==> config.mk <==
export PLATFORM = sky130hd
export DESIGN_NAME = id_hazard_ctrl
export DESIGN_NICKNAME = d
export VERILOG_FILES = /design/src/rtl/id_hazard_ctrl.sv
export SDC_FILE = /design/constraint.sdc
export NUM_CORES = 1
export LEC_CHECK = 0
export ABC_CLOCK_PERIOD_IN_PS = 4600
export BUFFER_PORTS_ARGS = -buffer_cell sky130_fd_sc_hd__buf_2
export CAP_MARGIN = 40
export CORE_MARGIN = 8
export CORE_UTILIZATION = 50
export CTS_CLUSTER_DIAMETER = 120
export DETAILED_ROUTE_END_ITERATION = 6
export PLACE_DENSITY = 0.8
export SETUP_SLACK_MARGIN = 0.3
export SYNTH_ARGS = -nofsm -noshare
export SYNTH_HDL_FRONTEND = slang
export SYNTH_SLANG_ARGS = --single-unit
==> constraint.sdc <==
create_clock -name clk -period 4.6 [get_ports clk]
set_clock_uncertainty 0.1 [all_clocks]
set_input_delay 1.38 -clock clk [delete_from_list [all_inputs] [get_ports clk]]
set_output_delay 1.38 -clock clk [all_outputs]
set_load 0.1 [all_outputs]
==> src/rtl/id_hazard_ctrl.sv <==
// ID-stage hazard/redirect sequencer: branch operand forward selects, load-use stalls
// with a registered stall FSM, taken branch/jump redirect, and saturating perf counters.
module id_hazard_ctrl #(
  parameter int CNT_W = 16
) (
  input  logic             clk,
  input  logic             reset,
  input  logic [4:0]       ID_rs,
  input  logic [4:0]       ID_rt,
  input  logic             ID_UsesRs,
  input  logic             ID_UsesRt,
  input  logic             ID_Branch,
  input  logic [1:0]       ID_Jump,
  input  logic             ID_BranchCond,
  input  logic             EX_RegWrite,
  input  logic             EX_MemRead,
  input  logic [4:0]       EX_RegDest,
  input  logic             MEM_RegWrite,
  input  logic             MEM_MemRead,
  input  logic [4:0]       MEM_RegDest,
  input  logic             WB_RegWrite,
  input  logic [4:0]       WB_RegDest,
  output logic [1:0]       BranchSrcA,
  output logic [1:0]       BranchSrcB,
  output logic             PCWrite,
  output logic             IFIDWrite,
  output logic             IFIDFlush,
  output logic             IDEXFlush,
  output logic             Redirect,
  output logic [CNT_W-1:0] StallCount,
  output logic [CNT_W-1:0] FlushCount
);

  localparam logic [0:0] RUN   = 1'b0;
  localparam logic [0:0] STALL = 1'b1;

  logic [0:0] state;
  logic       cnt;

  function automatic logic match(input logic we, input logic [4:0] dest, input logic [4:0] r);
    return we && (dest == r) && (r != 5'd0);
  endfunction

  function automatic logic [1:0] fwd_sel(input logic ex_m, input logic ex_ld,
                                         input logic mem_m, input logic mem_ld,
                                         input logic wb_m);
    if (ex_m && !ex_ld)        return 2'b01;
    else if (mem_m && !mem_ld) return 2'b10;
    else if (wb_m)             return 2'b11;
    else                       return 2'b00;
  endfunction

  logic ex_a, ex_b, mem_a, mem_b, wb_a, wb_b;
  logic ctrl_use, ld_ex, ld_mem, hz1, hz2, stall, redirect_req;
  logic [1:0] sel_a, sel_b;

  always_comb begin
    ex_a  = match(EX_RegWrite, EX_RegDest, ID_rs);
    ex_b  = match(EX_RegWrite, EX_RegDest, ID_rt);
    mem_a = match(MEM_RegWrite, MEM_RegDest, ID_rs);
    mem_b = match(MEM_RegWrite, MEM_RegDest, ID_rt);
    wb_a  = match(WB_RegWrite, WB_RegDest, ID_rs);
    wb_b  = match(WB_RegWrite, WB_RegDest, ID_rt);
    sel_a = fwd_sel(ex_a, EX_MemRead, mem_a, MEM_MemRead, wb_a);
    sel_b = fwd_sel(ex_b, EX_MemRead, mem_b, MEM_MemRead, wb_b);

    ctrl_use = ID_Branch || (ID_Jump == 2'b10);
    ld_ex    = EX_MemRead  && ((ID_UsesRs && ex_a)  || (ID_UsesRt && ex_b));
    ld_mem   = MEM_MemRead && ((ID_UsesRs && mem_a) || (ID_UsesRt && mem_b));
    hz2      = ctrl_use && ld_ex;
    hz1      = ctrl_use ? ld_mem : ld_ex;
    stall    = (state == STALL) || hz2 || hz1;
    redirect_req = (ID_Jump != 2'b00) || (ID_Branch && ID_BranchCond);
  end

  always_comb begin
    BranchSrcA = 2'b00;
    BranchSrcB = 2'b00;
    PCWrite    = 1'b0;
    IFIDWrite  = 1'b0;
    IFIDFlush  = 1'b1;
    IDEXFlush  = 1'b1;
    Redirect   = 1'b0;
    if (reset) begin
      BranchSrcA = sel_a;
      BranchSrcB = sel_b;
      // a stall suppresses any redirect so the branch re-evaluates once operands arrive
      if (stall) begin
        IFIDFlush = 1'b0;
      end else begin
        PCWrite   = 1'b1;
        IFIDWrite = 1'b1;
        IDEXFlush = 1'b0;
        IFIDFlush = redirect_req;
        Redirect  = redirect_req;
      end
    end
  end

  always_ff @(posedge clk) begin
    if (!reset) begin
      state      <= RUN;
      cnt        <= 1'b0;
      StallCount <= '0;
      FlushCount <= '0;
    end else begin
      case (state)
        RUN: begin
          if (hz2) begin
            state <= STALL;
            cnt   <= 1'b1;
          end
        end
        default: begin
          state <= RUN;
          cnt   <= 1'b0;
        end
      endcase
      if (stall && (StallCount != '1))
        StallCount <= StallCount + 1'b1;
      if (Redirect && (FlushCount != '1))
        FlushCount <= FlushCount + 1'b1;
    end
  end

endmodule

[Word level (Yosys, flattened, before mapping)]
Cells that the tools add are included.
Cells by class
  add/sub/neg operators: 2
  multiply operators: 0
  divide/modulo/power cells: 0
  magnitude comparators: 0
  equal/unequal tests: 9
  shifts and indexed selects: 0
  mux-type cells: 17
  bitwise operators: 1
  reduce and logical (&&, ||, !) cells: 38
Operators by type and width (number)
  adder 16 x 1 -> 16 bit, second input constant: 2
  != test 16 bit, second input constant: 2
  equality test 5 bit: 6
  logical AND 1 bit: 26
  2-to-1 mux 2 bit: 8
  nonzero test 5 bit: 2
  2-to-1 mux 1 bit: 9
  logical OR 1 bit: 6
  equality test 2 bit, second input constant: 1
  logical NOT 1 bit: 2
  nonzero test 2 bit: 1
  OR reduction 2 bit: 1
  inverter 1 bit: 1
Word-level totals
  bits in registers: 33
  bits in latches: 0
  RAM bits: 0
  ROM bits: 0
  input bits: 38
  output and inout port bits: 41
  logic and storage cells: 70
  memories: 0

[Longest topological paths before layout]
  word-level depth: 12
  gate-level depth with buffers: 10
  mapped depth without buffers: 7

[Least setup slack after synthesis]
Ideal clock, no wire load.
  path kind: input-to-output
  start point: input port ID_rt[0]
  end point: output port IDEXFlush
  arrival time: 4.933 ns
  data required time: 3.120 ns
  slack: -1.813 ns
  stages on the path: 7
  buffers on the path: 0
  cells stage by stage: or4_4 -> o211ai_2 -> nor3_2 -> nor3_1 -> nand2_1 -> nor2_1 -> inv_1
Between the ends
  longest elaborated chain between the ends: 11
  elaborated cells between the ends (all ways): 19
  those cells by class: eq/ne (2); mux (3); reduce/logical (14)
RTL lines
  start: declaration: line 9  | input logic [4:0] ID_rt,
  equality test 5 bit: line 41  | return we && (dest == r) && (r != 5'd0);
  logical AND 1 bit (2 in a row): line 41
  logical AND 1 bit: line 68  | ld_ex = EX_MemRead && ((ID_UsesRs && ex_a) || (ID_UsesRt && ex_b));
  logical OR 1 bit: line 68
  logical AND 1 bit: line 68
  logical AND 1 bit: line 70  | hz2 = ctrl_use && ld_ex;
  logical OR 1 bit: line 72  | stall = (state == STALL) || hz2 || hz1;
  logical OR 1 bit (*): line 72
  2-to-1 mux 1 bit (*): line 88  | if (stall) begin
  2-to-1 mux 1 bit (*): line 84  | if (reset) begin
  end: declaration: line 28  | output logic IDEXFlush,
Mark *: on every way between the ends. The rest lies on a longest branch, timed or not.

[Final worst setup path]
  start point: input port ID_rt[4]
  end point: output port IFIDFlush
Between the ends
  longest elaborated chain between the ends: 11
  elaborated cells between the ends (all ways): 19
  those cells by class: eq/ne (2); mux (3); reduce/logical (14)
RTL lines
  equality test 5 bit: line 41
  logical AND 1 bit (2 in a row): line 41
  logical AND 1 bit: line 68
  logical OR 1 bit: line 68
  logical AND 1 bit: line 68
  logical AND 1 bit: line 70
  logical OR 1 bit: line 72
  logical OR 1 bit (*): line 72
  2-to-1 mux 1 bit (*): line 88
  2-to-1 mux 1 bit (*): line 84
  end: declaration: line 27  | output logic IFIDFlush,
Marks and branches as above.

==> out/qor.csv <==
metric;value;unit
layout.core_utilization;0.749;
worst_pin_slew;0.560;ns
r2r_start;StallCount[3]$_SDFFE_PN0P_;
synth_sequential_area_ratio;0.302;
final_critical_period;4.62;ns
total_routing_usage_reported_by_global_routing;0.201;
failed_checks;setup timing;
maxSlewViolCount;0;
drcViolationCount;0;
yosys-top-cells-area;sky130_fd_sc_hd__dfxtp_1 (30%), sky130_fd_sc_hd__xnor2_1 (9.2%), sky130_fd_sc_hd__a21oi_1 (5.9%);
timing.reg2reg.worst_path_depth;7;
antenna_found_initial;0;
hold_depth;2;
run_status;finished, violations left;
slew-limit-headroom;0.623;
holdCritStartpoint;FlushCount[11]$_SDFFE_PN0P_;
grt_setup_unrepaired;true;
final_layout_size_suffix_gt1_frac;0.394;
period_share;1.00;
synth.largest_area_cell;sky130_fd_sc_hd__dfxtp_1;
clock_sinks;33;
criticalPathCategory;input port to output port;
timing.critical_path.fanout_max;4;
die_width;82.2;um
core_area;4290;um^2
hold_viol_final;0;
critical_path.endpoint_type;output port;
diodes;0;
max_freq;217;MHz
initial_core_util;0.510;
fillers;298;
antenna_violating_nets_post_route;0;
setup.reg_to_reg.worst_slack;1.97;ns
irDropWorstVdd;0.000143;V
start_kind;input port;
cts_buffer_depth;2;
ys_seq_elements;33;
cts_tree;built;
detail_route.vias_per_cell;5.80;
clk-insertion-delay-late;0.28;ns
synthesis_to_layout_area_growth;46.9;%
route.vias.total;2494;
pwr_density_cell;238;nW/um^2
global_route_wire_length_before_repair;10800;um
grt_pass1_vias;2440;
fin_nets;417;
worstHoldEndpoint;FlushCount[11]$_SDFFE_PN0P_;
required;3.12;ns
maxCapViolations;0;
timing.final.ws_setup;-0.0176;ns
die-height;82.2;um
drt_first_iter_violations;136;
place.port_buffers;78;
synth_area_per_cell;7.96;um^2
route.detailed.wl_per_inst;16.1;um
post_synth_num_cell_types;42;
static-leakage-power;0.00131;uW
cts_max_level;2;
timing.hold.worst.class;register to register;
synth.net_count;315;
synth-edff-count;0;
cts_hold_buffers;0;
clkTransAtPathRegs;0.07;ns
synthFlopType;sky130_fd_sc_hd__dfxtp_1;
routed_wirelength;6930;um
synth_most_common_cell;sky130_fd_sc_hd__dfxtp_1;
drt_pass1_iterations;4;
finalSetupViolCount;3;
die_outline_area;6750;um^2
netlist.area_leader.share;0.302;
clk_root_buffer_cell;sky130_fd_sc_hd__clkbuf_8;
top_level_ports;79;
pin_count_of_the_biggest_net_entering_global_routing;27;
synth_async_sr_flop_share;0;
placer_s_final_routability_congestion_estimate;0.898;
numCtsBuffers;5;
overflow;0;
fp-row-count;24;
synth_area;2190;um^2
worst_r2r_endpoint;StallCount[0]$_SDFFE_PN0P_;
post_synth_inst_count;275;
finalSetupTns;-0.0432;ns
synthesis.yosys.warnings;0;
synth_top_cells_by_count;sky130_fd_sc_hd__dfxtp_1 (33), sky130_fd_sc_hd__nand2_1 (31), sky130_fd_sc_hd__a21oi_1 (26);
cp.arrival;3.14;ns
detailed_place_hpwl;5220;um
-- layout by cell type, fill, tap and decap left out, types with 8 or more instances in the layout --
cell	count
sky130_fd_sc_hd__a21oi_1	22
sky130_fd_sc_hd__o31ai_1	9
sky130_fd_sc_hd__dfxtp_1	33
sky130_fd_sc_hd__or4_1	9
sky130_fd_sc_hd__buf_2	67
sky130_fd_sc_hd__nand2_1	25
sky130_fd_sc_hd__nor2_1	9
sky130_fd_sc_hd__xor2_1	9
sky130_fd_sc_hd__buf_12	8
sky130_fd_sc_hd__o21ai_0	9
sky130_fd_sc_hd__xnor2_1	20
sky130_fd_sc_hd__buf_4	24
sky130_fd_sc_hd__or3_1	11
sky130_fd_sc_hd__nand3_1	21
-- worst max-delay path by stage --
stage | from | endpoint | slack, ns | cells past startpoint
2_1_floorplan | ID_rt[0] | IDEXFlush | -0.70 | 7
3_3_place_gp | ID_rs[0] | IFIDFlush | -0.06 | 10
3_5_place_dp | ID_rt[0] | IDEXFlush | -0.1 | 9
4_1_cts | ID_rt[4] | IFIDFlush | -0.07 | 9
5_1_grt | ID_rt[4] | IFIDWrite | -0.08 | 9
6_report | ID_rt[4] | IFIDFlush | -0.02 | 9
-- worst max-delay path, stage by stage --
cell	delay [ns]
sky130_fd_sc_hd__buf_6	0.09
sky130_fd_sc_hd__or4_4	0.55
sky130_fd_sc_hd__o211ai_2	0.20
sky130_fd_sc_hd__nor3_2	0.07
sky130_fd_sc_hd__nor3_2	0.25
sky130_fd_sc_hd__nand2_4	0.12
sky130_fd_sc_hd__buf_6	0.14
sky130_fd_sc_hd__o21ai_4	0.14
sky130_fd_sc_hd__buf_12	0.19
-- logic make-up (layout without fill, tap and decap cells) --
| logic type | Yosys count | after routing | synth area share |
|---|---|---|---|
| buffers and inverters | 15 | 118 | 0.0343 |
| and+or+nand+nor | 130 | 130 | 0.333 |
| DFF | 33 | 33 | 0.302 |
| adders and majority gates | 2 | 2 | 0.0114 |
| xor gates and xnor gates | 32 | 32 | 0.128 |
| AOI/OAI and AO/OA | 58 | 58 | 0.168 |
| muxes | 5 | 5 | 0.0229 |
-- state kept, by name, indices dropped and copies added, names as in the netlist --
signal,cells
FlushCount,16
StallCount,16
state,1
-- what timing repair did --
item                                    CTS  global route
buffers inserted                          3             1
endpoints found under the setup margin    9             9
endpoints found under the hold margin     0             0
pin swaps                                 8             6
resized for setup                        11            12
-- metal layers --
metal,wire [um],vias up,GRT usage
li1,-,1209,-
met1,2710,1183,0.217
met3,447,13,0.0455
met5,0,-,0
met4,149,0,0.0825
met2,3620,89,0.369
-- layout make-up --
type,count,area (um^2),share of cell area
clock buffers,7,86.3,0.0269
flip-flops and latches,33,661,0.206
well taps,52,65.1,0.0202
inverters,6,26.3,0.00817
repair buffers,104,732,0.228
clock inverters,1,30.0,0.00934
multi-input cells,227,1610,0.502
-- per-stage QoR --
step	power (uW)	hold WS, ns	std cells	cell area (um^2)	worst slack (ns)
after floorplan	412	0.417	275	2270	-0.697
after global placement	471	0.365	418	2960	-0.0553
after detailed placement	474	0.377	418	2960	-0.0990
after CTS	760	0.388	429	3150	-0.0650
after global routing	789	0.414	430	3210	-0.0766
final	764	0.386	430	3210	-0.0176
-- report_power, final --
| part | total [uW] | internal [uW] | switching [uW] |
|---|---|---|---|
| clock network | 283 | 177 | 106 |
| registers | 294 | 290 | 4.05 |
| logic | 187 | 68.1 | 119 |
| total | 764 | 534 | 230 |
(Power assumes the default switching activity.)
